File: src/rtl/stage_pkg.sv
// Shared definitions for the multicycle stage sequencer.
//   stage_t     : 3-bit state encoding, also exported on the stage port.
//   WAIT_MAX_D  : default limit of consecutive MA wait cycles before fault.
//   CNT_W_D     : default width of the retired-instruction counter.
//   WAIT_CNT_W  : width of the MA wait counter.
package stage_pkg;

    typedef enum logic [2:0] {
        S_IDLE  = 3'd0,
        S_FT    = 3'd1,
        S_DC    = 3'd2,
        S_EX    = 3'd3,
        S_MA    = 3'd4,
        S_WB    = 3'd5,
        S_HALT  = 3'd6,
        S_FAULT = 3'd7
    } stage_t;

    localparam int unsigned WAIT_MAX_D = 255;
    localparam int unsigned CNT_W_D    = 32;
    localparam int unsigned WAIT_CNT_W = 16;

endpackage

File: src/rtl/seq_wait_cnt.sv
// MA wait counter.
// Counts consecutive memory-access cycles spent waiting on the MMU and
// flags when the count has reached the last permitted wait cycle.
//   clk_i      : clock
//   rst_i      : synchronous active-high reset
//   clr_i      : force the count to zero
//   inc_i      : increment the count (ignored while clr_i is high)
//   expired_o  : count equals LIMIT-1, i.e. the next wait would exceed LIMIT
module seq_wait_cnt
    import stage_pkg::*;
#(
    parameter int unsigned LIMIT = WAIT_MAX_D
) (
    input  logic clk_i,
    input  logic rst_i,
    input  logic clr_i,
    input  logic inc_i,
    output logic expired_o
);

    localparam logic [WAIT_CNT_W-1:0] LAST = WAIT_CNT_W'(LIMIT - 1);

    logic [WAIT_CNT_W-1:0] cnt_q;
    logic [WAIT_CNT_W-1:0] cnt_d;

    always_comb begin
        cnt_d = cnt_q;
        if (clr_i) begin
            cnt_d = '0;
        end else if (inc_i) begin
            cnt_d = cnt_q + WAIT_CNT_W'(1);
        end
    end

    // NOTE: sequential state is written with non-blocking assignments so every
    // register samples its next value from the same pre-edge snapshot.
    always_ff @(posedge clk_i) begin
        if (rst_i) begin
            cnt_q <= '0;
        end else begin
            cnt_q <= cnt_d;
        end
    end

    assign expired_o = (cnt_q == LAST);

endmodule

File: src/rtl/stage_seq.sv
// Multicycle stage sequencer for the RV32 core.
// Walks FT -> DC -> EX -> [MA] -> WB on a single clock, raising one stage
// enable per cycle so all datapath registers share CLK and are gated by the
// enables. MA is skipped for non-memory instructions; FT and MA stretch on
// memory wait. Supports halt at instruction boundaries, single step, and a
// sticky fault when MA waits too long.
//   CLK, RST                      : clock, synchronous active-high reset
//   halt_req                      : level, stop at the next instruction boundary
//   step_req                      : pulse, run one instruction while halted
//   imem_wait / rwmem / mem_wait  : fetch stall / memory instr / MMU stall
//   en_ft..en_wb                  : one-hot stage enables
//   stage                         : current state encoding
//   retire, instret               : WB pulse, retired-instruction count
//   halted, fault                 : in S_HALT, in S_FAULT
module stage_seq
    import stage_pkg::*;
#(
    parameter int unsigned WAIT_MAX = WAIT_MAX_D,
    parameter int unsigned CNT_W    = CNT_W_D
) (
    input  logic             CLK,
    input  logic             RST,
    input  logic             halt_req,
    input  logic             step_req,
    input  logic             imem_wait,
    input  logic             rwmem,
    input  logic             mem_wait,
    output logic             en_ft,
    output logic             en_dc,
    output logic             en_ex,
    output logic             en_ma,
    output logic             en_wb,
    output stage_t           stage,
    output logic             retire,
    output logic [CNT_W-1:0] instret,
    output logic             halted,
    output logic             fault
);

    stage_t           state_q, state_d;
    logic             step_pend_q, step_pend_d;
    logic [CNT_W-1:0] instret_q, instret_d;
    logic             wait_expired;

    // Held at zero whenever outside MA, so every MA entry starts from zero.
    seq_wait_cnt #(
        .LIMIT (WAIT_MAX)
    ) u_wait_cnt (
        .clk_i     (CLK),
        .rst_i     (RST),
        .clr_i     (state_q != S_MA),
        .inc_i     ((state_q == S_MA) && mem_wait),
        .expired_o (wait_expired)
    );

    // NOTE: every variable driven here gets a default first, so no path through
    // the case leaves it unassigned and no latch is inferred.
    always_comb begin
        state_d     = state_q;
        step_pend_d = step_pend_q;
        instret_d   = instret_q;
        unique case (state_q)
            S_IDLE:  state_d = halt_req ? S_HALT : S_FT;
            S_FT:    if (!imem_wait) state_d = S_DC;
            S_DC:    state_d = S_EX;
            S_EX:    state_d = rwmem ? S_MA : S_WB;
            S_MA: begin
                if (!mem_wait) begin
                    state_d = S_WB;
                end else if (wait_expired) begin
                    state_d = S_FAULT;
                end
            end
            S_WB: begin
                instret_d   = instret_q + CNT_W'(1);
                state_d     = (halt_req || step_pend_q) ? S_HALT : S_FT;
                step_pend_d = 1'b0;
            end
            S_HALT: begin
                // A step request returns to HALT after one instruction even if
                // halt_req drops in the same cycle.
                if (step_req) begin
                    state_d     = S_FT;
                    step_pend_d = 1'b1;
                end else if (!halt_req) begin
                    state_d = S_FT;
                end
            end
            S_FAULT: state_d = S_FAULT;
            default: state_d = S_IDLE;
        endcase
    end

    always_ff @(posedge CLK) begin
        if (RST) begin
            state_q     <= S_IDLE;
            step_pend_q <= 1'b0;
            instret_q   <= '0;
        end else begin
            state_q     <= state_d;
            step_pend_q <= step_pend_d;
            instret_q   <= instret_d;
        end
    end

    // Moore decodes of the registered state.
    always_comb begin
        en_ft  = 1'b0;
        en_dc  = 1'b0;
        en_ex  = 1'b0;
        en_ma  = 1'b0;
        en_wb  = 1'b0;
        retire = 1'b0;
        halted = 1'b0;
        fault  = 1'b0;
        unique case (state_q)
            S_FT:    en_ft = 1'b1;
            S_DC:    en_dc = 1'b1;
            S_EX:    en_ex = 1'b1;
            S_MA:    en_ma = 1'b1;
            S_WB: begin
                en_wb  = 1'b1;
                retire = 1'b1;
            end
            S_HALT:  halted = 1'b1;
            S_FAULT: fault  = 1'b1;
            default: ;
        endcase
    end

    assign stage   = state_q;
    assign instret = instret_q;

endmodule

File: config.mk
export PLATFORM = sky130hd
export DESIGN_NAME = stage_seq
export DESIGN_NICKNAME = d
export VERILOG_FILES = /design/src/rtl/stage_pkg.sv /design/src/rtl/seq_wait_cnt.sv /design/src/rtl/stage_seq.sv
export SDC_FILE = /design/constraint.sdc
export NUM_CORES = 1
export LEC_CHECK = 0
export BUFFER_PORTS_ARGS = -buffer_cell sky130_fd_sc_hd__buf_2
export CAP_MARGIN = 20
export CORE_UTILIZATION = 40
export DETAILED_ROUTE_END_ITERATION = 7
export MAX_ROUTING_LAYER = met4
export SLEW_MARGIN = 20
export SYNTH_ARGS = -nofsm -noshare
export SYNTH_HDL_FRONTEND = slang
export SYNTH_HIERARCHICAL = 1
export SYNTH_SLANG_ARGS = --single-unit
File: constraint.sdc
create_clock -name CLK -period 3.2 [get_ports CLK]
set_input_delay 0.64 -clock CLK [delete_from_list [all_inputs] [get_ports CLK]]
set_output_delay 0.64 -clock CLK [all_outputs]
set_load 0.02 [all_outputs]
After elaboration in Yosys (flattened, before gate mapping)

Cells that the tools add are included.

Word-level logic and storage cells: 44
Bits of input ports: 7
Output and inout bits: 43
Register bits after elaboration: 52

Equal/unequal tests: 13
Reduce and logical (&&, ||, !) cells: 7
$add $sub $neg: 2
Mux-type cells: 18

Operator list:

| operator                                       | count |
|---|---|
| adder 32 x 1 -> 32 bit, second input constant  | 1 |
| case mux 3 bit (8 select lines)                | 1 |
| two-way mux 3 bit                              | 7 |
| adder 16 x 1 -> 16 bit, second input constant  | 1 |
| == test 16 x 8 -> 1 bit, second input constant | 1 |
| == test 3 bit, second input constant           | 4 |
| two-way mux 1 bit                              | 9 |
| == test 3 x 2 -> 1 bit, second input constant  | 2 |
| != test 3 bit, second input constant           | 2 |
| != test 2 bit, second input constant           | 2 |
| == test 3 x 1 -> 1 bit, second input constant  | 1 |
| logical NOT 3 bit                              | 1 |
| != test 3 x 2 -> 1 bit, second input constant  | 1 |
| AND reduction 3 bit                            | 1 |
| case mux 1 bit (2 select lines)                | 1 |
| AND reduction 2 bit                            | 1 |
| nonzero test 2 bit                             | 1 |
| OR reduction 2 bit                             | 1 |
| logical AND 1 bit                              | 1 |
| logical OR 1 bit                               | 1 |

Logic depth before layout (Yosys ltp)

Gate-level depths: netlist of the first run.

Word-level depth: 4
Gate-level depth with buffers: 8
Depth with buffers taken out: 7

Hierarchy

The synthesis of the first run kept the hierarchy.

By module, submodules not included:

| module       | seq. area each (µm²) | cells each | area each (µm²) | times used |
|---|---|---|---|---|
| stage_seq    | 720.7                | 227        | 1855.5          | 1 |
| seq_wait_cnt | 320.3                | 90         | 800.8           | 1 |

Worst setup path before layout of the first run

No wires, ideal clock.

Kind: reg-to-reg
From: register instret_q[0], in the netlist instret[0]
To: register instret_q[28], in the netlist instret[28]
Data arrival time: 2.125 ns
Slack: 1.004 ns
Required time: 3.130 ns
Period minus slack after synthesis: 2.196 ns
Path buffers: 1
Stages on the path, launching flop included: 7
Setup time: 0.070 ns
Cells stage by stage: dfxtp_1 -> ha_1 -> nand3_1 -> or4_1 -> clkbuf_1 -> or4_1 -> a21oi_1

Cells in the longest elaborated chain, start to end: 1

RTL lines:

| element                | line             | text |
|---|---|---|
| start, declared        | stage_seq.sv:42  | `logic [CNT_W-1:0] instret_q, instret_d;` |
| start signal, assigned | stage_seq.sv:102 | `instret_q <= instret_d;` |
| adder 32 x 1 -> 32 bit | stage_seq.sv:75  | `instret_d = instret_q + CNT_W'(1);` |

Every way passes these cells.
A chain may end at the register's enable or synchronous reset.

Worst setup path in the final report of the first run

From: register state_q[0], in the netlist stage[0]
To: register instret_q[19], in the netlist instret[19]

Cells in the longest elaborated chain, start to end: 1

RTL lines:

| element                | line             | text |
|---|---|---|
| start, declared        | stage_seq.sv:40  | `stage_t state_q, state_d;` |
| start signal, assigned | stage_seq.sv:100 | `state_q <= state_d;` |
| == test 3 bit          | stage_seq.sv:62  | `unique case (state_q)` |

Every way passes these cells.

==> out/qor.yml, run 1 <==
run_status:
  status: "completed"
synthesis:
  ys_ff_latch: 52
  synth_cell_types: 48
  async_flop_share: 0
  synthFlopType: "dfxtp_1"
  seq_area_frac_synth: 0.392
  netlist_area_um2: 2660
  postSynthCellCount: 317
  yosysWarnings: 6
  synth_enable_flop_cells: 0
  synth_area_per_cell_um2: 8.38
  synth_fp_nets: 327
clock_tree:
  cts_hold_buf: 0
  cts_resized: 0
  clkSinkCount: 52
  h-tree-depth: 2
  cts_tree: "yes"
  cts_setup_buffers: 0
  cts_buffers: 5
  root_buffer: "clkbuf_8"
  clock_path_buffers: 2
  clk_latency_ns: 0.31
  path_clk_slew_ns: 0.09
global_route:
  overflow: 0
  grt_first_pass_wirelength_um: 9530
  grt_start_max_net_pins: 40
  grt_pass1_vias: 2035
  grt.total_usage: 0.171
  antenna_found_initial: 0
floorplan:
  die_area_um2: 6970
  core_area_um2: 6390
  dieWidth_um: 83.5
  initial_core_util: 0.416
  die-height_um: 83.5
  rows: 29
  ios: 50
routing:
  drt_wl_total_um: 5760
  drt_pre_antenna_iters: 4
  antenna_left: 0
  first_iter_violations: 119
  viasPerCell: 5.48
  vias: 2374
  drc: 0
  post_drt_wl_per_cell_um: 13.3
placement:
  gp_routability_congestion: 0.794
  io_buffers: 49
  hpwl_um: 3980
timing:
  tns_ns: 0
  slew_viol_final: 0
  maxSlewHeadroom: 0.587
  setup_viol: 0
  rsz0062_at_grt: "no"
  hold_viol_final: 0
  hold_ws_ns: 0.481
  fin_crit_sh: 0.727
  period_minus_slack_ns: 2.33
  worst_pin_slew_ns: 0.620
  clock_skew_ns: 0.00783
  fmax_mhz: 430
min_path:
  hold_path_end: "instret[31]"
  hold_depth: 2
  worstHoldStart: "instret[31]"
  hold_class: "flip-flop to flip-flop"
worst_setup_path:
  worstSetupPathType: "flip-flop to flip-flop"
  end_kind: "flip-flop"
  critPathArrivalTime_ns: 2.53
  r2r_cells: 4
  crit_path_top_delay_cell: "dfxtp_1"
  critPathBufInv: 0
  required_ns: 3.40
  critPathTopFamily: "simple AND/OR/NAND/NOR gates"
  critPathMaxFanout: 17
  startpoint_type: "flip-flop"
  rr_startpoint: "stage[0]"
  reg2reg_slack_ns: 0.87
  slowest_delay_ns: 0.61
  timing.rr.end: "instret[19]"
  worstPathCellList: "nand3b_4 > or3_1 > or4_1 > mux2_2"
power:
  p_per_area_nw_per_um2: 495
  irDropWorstVdd_v: 0.000378
  power_leakage_nw: 1.11
cells_and_area:
  n_fill_cell: 633
  final_nets: 365
  diodes: 0
  area_growth_pct: 14.6
  final_util: 0.476
  drive_gt1_frac: 0.205
flow_run:
  maxCapViolCount: 0
worst min-delay path: cells and delay by family, from the launching register on:
family | cells | cell delay [ns]
compound gates | 2 | 0.11
flops | 1 | 0.33
metrics by stage:
stage                     total power [W]  instance area [µm²]  std cells  worst slack [ns]
final                             0.00150                 3040        433             0.873
after global routing              0.00158                 3040        433             0.727
after CTS                         0.00152                 3040        433             0.886
after detailed placement          0.00103                 2920        425             0.905
after global placement            0.00103                 2920        425             0.956
after floorplan                  0.000954                 2660        317              1.00
worst max path at each step:
stage | depth (start not counted) | start | end
final | 4 | stage[0] | instret[19]
after detailed placement | 4 | stage[0] | instret[19]
after floorplan | 6 | instret[0] | instret[28]
after global routing | 4 | stage[0] | instret[24]
after CTS | 4 | stage[0] | instret[19]
after global placement | 4 | stage[0] | instret[24]
final cells by class:
class	instances	area (µm²)	share of cell area
multi-input cells	229	1460	0.479
flip-flops and latches	52	1040	0.342
repair buffers	51	260	0.0855
clock buffers	7	96.3	0.0317
well taps	77	96.3	0.0317
inverters	16	60.1	0.0197
clock inverters	1	30.0	0.00987
placed cells by master (no fill, tap or decap), drive strengths merged, types with 12 or more instances in the layout:
master | netlist | routed
nand4 | 13 | 13
xnor2 | 17 | 17
a21oi | 23 | 23
or4 | 16 | 16
inv | 16 | 16
buf | 8 | 51
o31ai | 12 | 12
dfxtp | 52 | 52
nor2 | 35 | 35
nand2 | 21 | 21
cells in the mapped netlist, types with 3 or more instances:
| cell type | instances | share of area |
|---|---|---|
| xor2_1 | 6 | 0.020 |
| a211oi_1 | 3 | 0.0085 |
| nand4_1 | 12 | 0.028 |
| nor4_2 | 4 | 0.019 |
| dfxtp_1 | 52 | 0.39 |
| o31ai_1 | 12 | 0.034 |
| nor4_1 | 7 | 0.016 |
| nor3_1 | 6 | 0.011 |
| nor2_1 | 35 | 0.049 |
| nand3_1 | 9 | 0.017 |
| xnor2_1 | 17 | 0.056 |
| or4_1 | 15 | 0.042 |
| nor2b_1 | 3 | 0.0071 |
| inv_1 | 16 | 0.023 |
| nand2_1 | 21 | 0.030 |
| ha_1 | 3 | 0.014 |
| clkbuf_1 | 12 | 0.017 |
| buf_1 | 3 | 0.0042 |
| nand2b_1 | 3 | 0.0071 |
| or3_1 | 11 | 0.026 |
| a21oi_1 | 23 | 0.043 |
| o21ai_0 | 8 | 0.015 |
| and4_1 | 3 | 0.0099 |
logic make-up (layout without fill, tap and decap cells):
group | count (synthesis) | after routing | share of synthesized area
xor+xnor | 23 | 23 | 0.0758
mux | 2 | 2 | 0.00848
simple gates | 146 | 146 | 0.324
compound gates | 55 | 55 | 0.127
flops | 52 | 52 | 0.392
buf+inv | 36 | 75 | 0.0589
fa+ha+maj | 3 | 3 | 0.0141
where the power goes:
part | switching (W) | total (W) | internal (W)
logic | 0.000172 | 0.000282 | 0.000111
registers | 0.0000643 | 0.000733 | 0.000669
clock network | 0.000214 | 0.000490 | 0.000276
state kept, by name, summed over array words and instances (netlist names):
| name | cells |
|---|---|
| instret | 32 |
| u_wait_cnt/cnt_q | 16 |
| stage | 3 |
| step_pend_q | 1 |
layer usage:
metal  track usage  vias to the layer above  share of wire
met5             -                        -              0
li1              -                     1216              -
met2         0.270                       46           0.45
met4        0.0508                        0          0.012
met1         0.223                     1106           0.50
met3        0.0336                        6          0.036
Note: power is estimated with default switching activity, not from simulation.
==> run 2, diff against run 1 <==
==> constraint.sdc (replaced) <==
create_clock -name CLK -period 1.9 [get_ports CLK]
set_input_delay 0.38 -clock CLK [delete_from_list [all_inputs] [get_ports CLK]]
set_output_delay 0.38 -clock CLK [all_outputs]
set_load 0.02 [all_outputs]
==> run 2 against run 1 <==
The run now ends with negative setup slack left. Total power up 60%. Clock power is 23% higher. Wire length increased by 9.5%. Clock skew is 0.0023 ns lower. Cell area rose by 16%. Combinational power increased by 130%. Non-clock buffer count rose by 38. Final cell count increased by 9.2%. Global-route usage increased by 1.5 points. Count of clock-buffer cells in the layout shrank 2. Critical endpoint is now instret[24]. Largest cell class unchanged.
==> out/qor.yml, run 2 (same netlist as run 1, synthesis figures left out) <==
run_status:
  status: "finished with violations"  # was completed
  violations: "negative setup slack"
clock_tree:
  clock_path_buffers: 2  # unchanged
  h-tree-depth: 2  # unchanged
  clk_latency_ns: 0.30  # was 0.31 ns
  root_buffer: "clkbuf_8"  # unchanged
  path_clk_slew_ns: 0.09  # about the same
  cts_tree: "yes"  # unchanged
  cts_buffers: 5  # unchanged
  clkSinkCount: 52  # unchanged
cells_and_area:
  final_nets: 405  # was 365
  area_growth_pct: 32.8  # was 14.6%
  drive_gt1_frac: 0.409  # was 0.205
  diodes: 0  # unchanged
  n_fill_cell: 593  # was 633
  mostFrequentLayoutCell: "buf_2"  # was dfxtp_1
  largest_reg_flops: 32  # unchanged
  final_cell_mix: "49 x buf_2, 39 x buf_4, 35 x nor2_1, 30 x dfxtp_1, 21 x nand2_1"  # was 52 x dfxtp_1, 49 x buf_2, 35 x nor2_1, 23 x a21oi_1, 21 x nand2_1
routing:
  post_drt_wl_per_cell_um: 13.3  # about the same
  drc: 0  # unchanged
  drt_pre_antenna_iters: 4  # unchanged
  first_iter_violations: 104  # was 119
  wl_met3_um: 260  # was 209 µm
  m1WireLength_um: 2880  # was 2870 µm
  drt_wl_total_um: 6310  # was 5760 µm
  maxUsedRoutingLayer: "met4"  # unchanged
  vias: 2550  # was 2,374
  dr_wl_met2_um: 3080  # was 2610 µm
  viasPerCell: 5.39  # was 5.48
  antenna_left: 0  # unchanged
global_route:
  grt_pass1_vias: 2250  # was 2,035
  grt_start_max_net_pins: 40  # unchanged
  overflow: 0  # unchanged
  grt.total_usage: 0.186  # was 0.171
  grt_first_pass_wirelength_um: 10500  # was 9530 µm
  antenna_found_initial: 0  # unchanged
timing:
  maxSlewHeadroom: 0.703  # was 0.587
  hold_ws_ns: 0.332  # was 0.481 ns
  setup_viol: 1  # was 0
  hold_viol_final: 0  # unchanged
  slew_viol_final: 0  # unchanged
  period_minus_slack_ns: 1.93  # was 2.33 ns
  fmax_mhz: 519  # was 430 MHz
  worst_slack_ns: -0.0258  # was 0.873 ns
  clock_skew_ns: 0.00552  # was 0.00783 ns
  rsz0062_at_grt: "yes"  # was no
  fin_crit_sh: 1.01  # was 0.727
  worst_pin_slew_ns: 0.446  # was 0.620 ns
worst_setup_path:
  slowest_delay_ns: 0.59  # was 0.61 ns
  critPathTopFamily: "simple AND/OR/NAND/NOR gates"  # unchanged
  end_kind: "flip-flop"  # unchanged
  required_ns: 2.08  # was 3.40 ns
  critPathArrivalTime_ns: 2.10  # was 2.53 ns
  startpoint_type: "flip-flop"  # unchanged
  cp.depth: 5  # was 4
  critPathBufInv: 1  # was 0
  crit_path_top_delay_cell: "or4_4"  # was dfxtp_1
  critPathMaxFanout: 11  # was 17
  r2r_cells: 5  # was 4
  worstSetupPathType: "flip-flop to flip-flop"  # unchanged
  worstPathCellList: "nand4_1 > buf_4 > or4_4 > o31ai_1 > a21oi_2"  # was nand3b_4 > or3_1 > or4_1 > mux2_2
power:
  p_per_area_nw_per_um2: 681  # was 495 nW/µm²
  power_leakage_nw: 1.33  # was 1.11 nW
  irDropWorstVdd_v: 0.000344  # was 0.000378 V
  total_power_w: 0.00240  # was 0.00150 W
floorplan:
  core_area_um2: 6390  # unchanged
  rows: 29  # unchanged
  die-height_um: 83.5  # unchanged
  die_area_um2: 6970  # unchanged
  dieWidth_um: 83.5  # unchanged
  initial_core_util: 0.416  # unchanged
  ios: 50  # unchanged
min_path:
  hold_depth: 3  # was 2
  hold_class: "input port to flip-flop"  # was flip-flop to flip-flop
flow_run:
  maxCapViolCount: 0  # unchanged
placement:
  hpwl_um: 4230  # was 3980 µm
  io_buffers: 49  # unchanged
  gp_routability_congestion: 0.783  # was 0.794
==> run 2: cell count changes in the layout (fill, tap and decap cells not counted), moves of 4 or more <==
cell	previous run	this run
buf_4	2	39
dfxtp_1	52	30
dfxtp_2	0	12
dfxtp_4	0	10
or4_4	1	11
or4_1	15	7
a21oi_1	23	17
a21oi_2	0	6
o31ai_1	12	7
o31ai_2	0	4
==> run 2: routing by layer <==
layer  track usage  vias to the layer above
li1              -                     1302
met1         0.235                     1183
met2         0.309                       54
met3        0.0336                       11
met4        0.0462                        0
met5             -                        -
==> run 2: tightest hold or removal path, stage by stage <==
cell and delay (ns):
buf_2 0.09, a22oi_1 0.06, nor2_1 0.07
==> run 2: timing repair <==
item	CTS	global route
cloned	1	1
endpoints found under the setup margin	8	25
hold buffers	0	0
pin swaps	2	12
setup buffers	0	6
resized for setup	1	38
==> run 2: layout make-up <==
class / instances / area [µm²] / share of cell area
Tap cell: 77 / 96.3 / 0.0273
Multi-Input combinational cell: 231 / 1650 / 0.466
Timing Repair Buffer: 89 / 549 / 0.156
Sequential cell: 52 / 1090 / 0.310
Inverter: 16 / 60.1 / 0.0170
Clock buffer: 5 / 68.8 / 0.0195
Clock inverter: 3 / 13.8 / 0.00390
==> run 2: metrics by stage <==
stage	area, µm²	std cells	worst slack (ns)	util	setup TNS (ns)
floorplan	2730	317	-0.0241	-	-0.0450
detailed placement	3220	457	-0.0115	0.504	-0.0115
global placement	3220	457	0.0284	0.504	0
global route	3530	473	-0.0943	0.552	-0.331
finish	3530	473	-0.0258	0.552	-0.0258
CTS	3320	466	0.00222	0.519	0
==> run 2: final timing paths <==
| path | end | start | slack, ns |
|---|---|---|---|
| max | instret[24] | instret[15] | -0.03 |
| min | step_pend_q | step_req | 0.33 |
| max reg2reg | instret[24] | instret[15] | -0.03 |
| min reg2reg | instret[31] | instret[31] | 0.49 |
==> run 2: where the power goes <==
part | internal [W] | switching (W)
registers | 0.00112 | 0.0000416
clock network | 0.000251 | 0.000350
logic | 0.000262 | 0.000376
total | 0.00164 | 0.000767
==> run 3, diff against run 2 <==
--- a/config.mk
+++ b/config.mk
@@ -10,6 +10,7 @@
 export CORE_UTILIZATION = 40
 export DETAILED_ROUTE_END_ITERATION = 7
 export MAX_ROUTING_LAYER = met4
+export RECOVER_POWER = 50
 export SLEW_MARGIN = 20
 export SYNTH_ARGS = -nofsm -noshare
 export SYNTH_HDL_FRONTEND = slang
==> run 3 against run 2 <==
The flow still finishes with violations (negative setup slack). Combinational power hardly changed. Flip-flop and latch count stayed put. Sequential share of layout area is 0.32 points higher. Clock power hardly changed. Critical path type unchanged. Critical endpoint unchanged.
==> out/qor.yml, run 3 (same netlist as run 1, synthesis figures left out) <==
routing:
  drt_pre_antenna_iters: 4  # unchanged
  drc: 0  # unchanged
  drt_wl_total_um: 6330  # was 6310 µm
  post_drt_wl_per_cell_um: 13.4  # was 13.3 µm
  first_iter_violations: 88  # was 104
  antenna_left: 0  # unchanged
  viasPerCell: 5.34  # was 5.39
  vias: 2527  # was 2,550
cells_and_area:
  final_cells: 473  # unchanged
  drive_gt1_frac: 0.328  # was 0.409
  final_cell_mix: "38 x buf_4, 35 x nor2_1, 31 x dfxtp_1, 31 x clkbuf_1, 21 x nand2_1"  # was 49 x buf_2, 39 x buf_4, 35 x nor2_1, 30 x dfxtp_1, 21 x nand2_1
  final_util: 0.546  # was 0.552
  mostFrequentLayoutCell: "buf_4"  # was buf_2
  area_growth_pct: 31.3  # was 32.8%
  final_nets: 405  # unchanged
  diodes: 0  # unchanged
  final_cell_area_um2: 3490  # was 3530 µm²
  largest_reg_flops: 32  # unchanged
floorplan:
  ios: 50  # unchanged
  core_area_um2: 6390  # unchanged
  initial_core_util: 0.416  # unchanged
  rows: 29  # unchanged
  die-height_um: 83.5  # unchanged
  dieWidth_um: 83.5  # unchanged
  die_area_um2: 6970  # unchanged
placement:
  io_buffers: 49  # unchanged
  gp_routability_congestion: 0.783  # unchanged
  post_dp_cell_area_um2: 3220  # unchanged
  hpwl_um: 4230  # unchanged
  place_inst: 457  # unchanged
global_route:
  overflow: 0  # unchanged
  grt.total_usage: 0.186  # unchanged
  grt_pass1_vias: 2250  # unchanged
  grt_start_max_net_pins: 40  # unchanged
  grt_first_pass_wirelength_um: 10500  # unchanged
  antenna_found_initial: 0  # unchanged
worst_setup_path:
  timing.rr.end: "instret[24]"  # unchanged
  startpoint_type: "flip-flop"  # unchanged
  r2r_cells: 5  # unchanged
  worstSetupPathType: "flip-flop to flip-flop"  # unchanged
  reg2reg_slack_ns: -0.02  # was -0.03 ns
  critPathMaxFanout: 11  # unchanged
  rr_startpoint: "instret[15]"  # unchanged
  end_kind: "flip-flop"  # unchanged
  required_ns: 2.08  # about the same
  critPathArrivalTime_ns: 2.10  # about the same
timing:
  setup_viol: 1  # unchanged
  fmax_mhz: 521  # was 519 MHz
  clock_skew_ns: 0.00516  # was 0.00552 ns
  period_minus_slack_ns: 1.92  # was 1.93 ns
  slew_viol_final: 0  # unchanged
  maxSlewHeadroom: 0.702  # was 0.703
  rsz0062_at_grt: "yes"  # unchanged
  hold_viol_final: 0  # unchanged
  tns_ns: -0.0207  # was -0.0258 ns
  worst_slack_ns: -0.0207  # was -0.0258 ns
  worst_pin_slew_ns: 0.446  # about the same
  fin_crit_sh: 1.01  # about the same
min_path:
  hold_depth: 3  # unchanged
  hold_class: "input port to flip-flop"  # unchanged
  worstHoldStart: "step_req"  # unchanged
  hold_path_end: "step_pend_q"  # unchanged
run_status:
  violations: "negative setup slack"  # unchanged
  status: "finished with violations"  # unchanged
power:
  irDropWorstVdd_v: 0.000344  # about the same
  total_power_w: 0.00240  # about the same
  p_per_area_nw_per_um2: 687  # was 681 nW/µm²
  power_leakage_nw: 1.20  # was 1.33 nW
clock_tree:
  path_clk_slew_ns: 0.09  # about the same
  cts_tree: "yes"  # unchanged
  clkSinkCount: 52  # unchanged
  cts_hold_buf: 0  # unchanged
  clock_path_buffers: 2  # unchanged
  root_buffer: "clkbuf_8"  # unchanged
  cts_buffers: 5  # unchanged
  h-tree-depth: 2  # unchanged
  clk_latency_ns: 0.30  # about the same
flow_run:
  maxCapViolCount: 0  # unchanged
-- run 3: changes by cell type in the layout (fill, tap and decap cells not counted), sizes merged --
cell,previous run,this run
clkbuf,5,37
buf,89,57
-- run 3: area by class of cell --
cell class | instances | area, µm²
tap | 77 | 96.3
multi-input combinational | 231 | 1650
sequential | 52 | 1090
clock buffer | 5 | 68.8
inverter | 16 | 60.1
clock inverter | 3 | 13.8
timing repair buffer | 89 | 510
fill | 612 | 2900
-- run 3: worst max path at each step --
stage                      from          end  slack, ns  cells past startpoint
floorplan            instret[1]  instret[28]      -0.02                      6
global placement    instret[11]  instret[25]       0.03                      4
detailed placement   instret[0]  instret[26]      -0.01                      5
CTS                 instret[18]  instret[29]      0.002                      4
global route        instret[15]  instret[24]      -0.09                      5
finish              instret[15]  instret[24]      -0.02                      5
-- run 3: routing by layer --
layer  routed length (µm)  vias up  global-route usage  share of wire
met3                  243        9              0.0336          0.038
li1                     -     1304                   -              -
met2                 3090       43               0.309           0.49
met4                   77        0              0.0462          0.012
met1                 2920     1171               0.235           0.46
met5                    0        -                   -              0
-- run 3: power by group --
group / leakage [nW] / switching, W / internal, W
logic: 0.720 / 0.000375 / 0.000259
clock network: 0.0453 / 0.000350 / 0.000251
registers: 0.433 / 0.0000417 / 0.00112
-- run 3: through the flow --
stage | hold slack [ns] | setup WS (ns)
2_1_floorplan | 0.478 | -0.0241
3_3_place_gp | 0.462 | 0.0284
3_5_place_dp | 0.471 | -0.0115
4_1_cts | 0.324 | 0.00222
5_1_grt | 0.341 | -0.0943
6_report | 0.332 | -0.0207
-- run 3: timing repair --
| item | in CTS | in global routing |
|---|---|---|
| resized for setup | 1 | 38 |
| pin swaps | 2 | 12 |
| endpoints found under the setup margin | 8 | 25 |
| setup buffers | 0 | 6 |
| cloned | 1 | 1 |
-- run 3: critical path, cell delays in order (launching register included) --
cell and delay (ns):
dfxtp_2 0.34, nand4_1 0.21, buf_4 0.21, or4_4 0.59, o31ai_1 0.37, a21oi_2 0.09
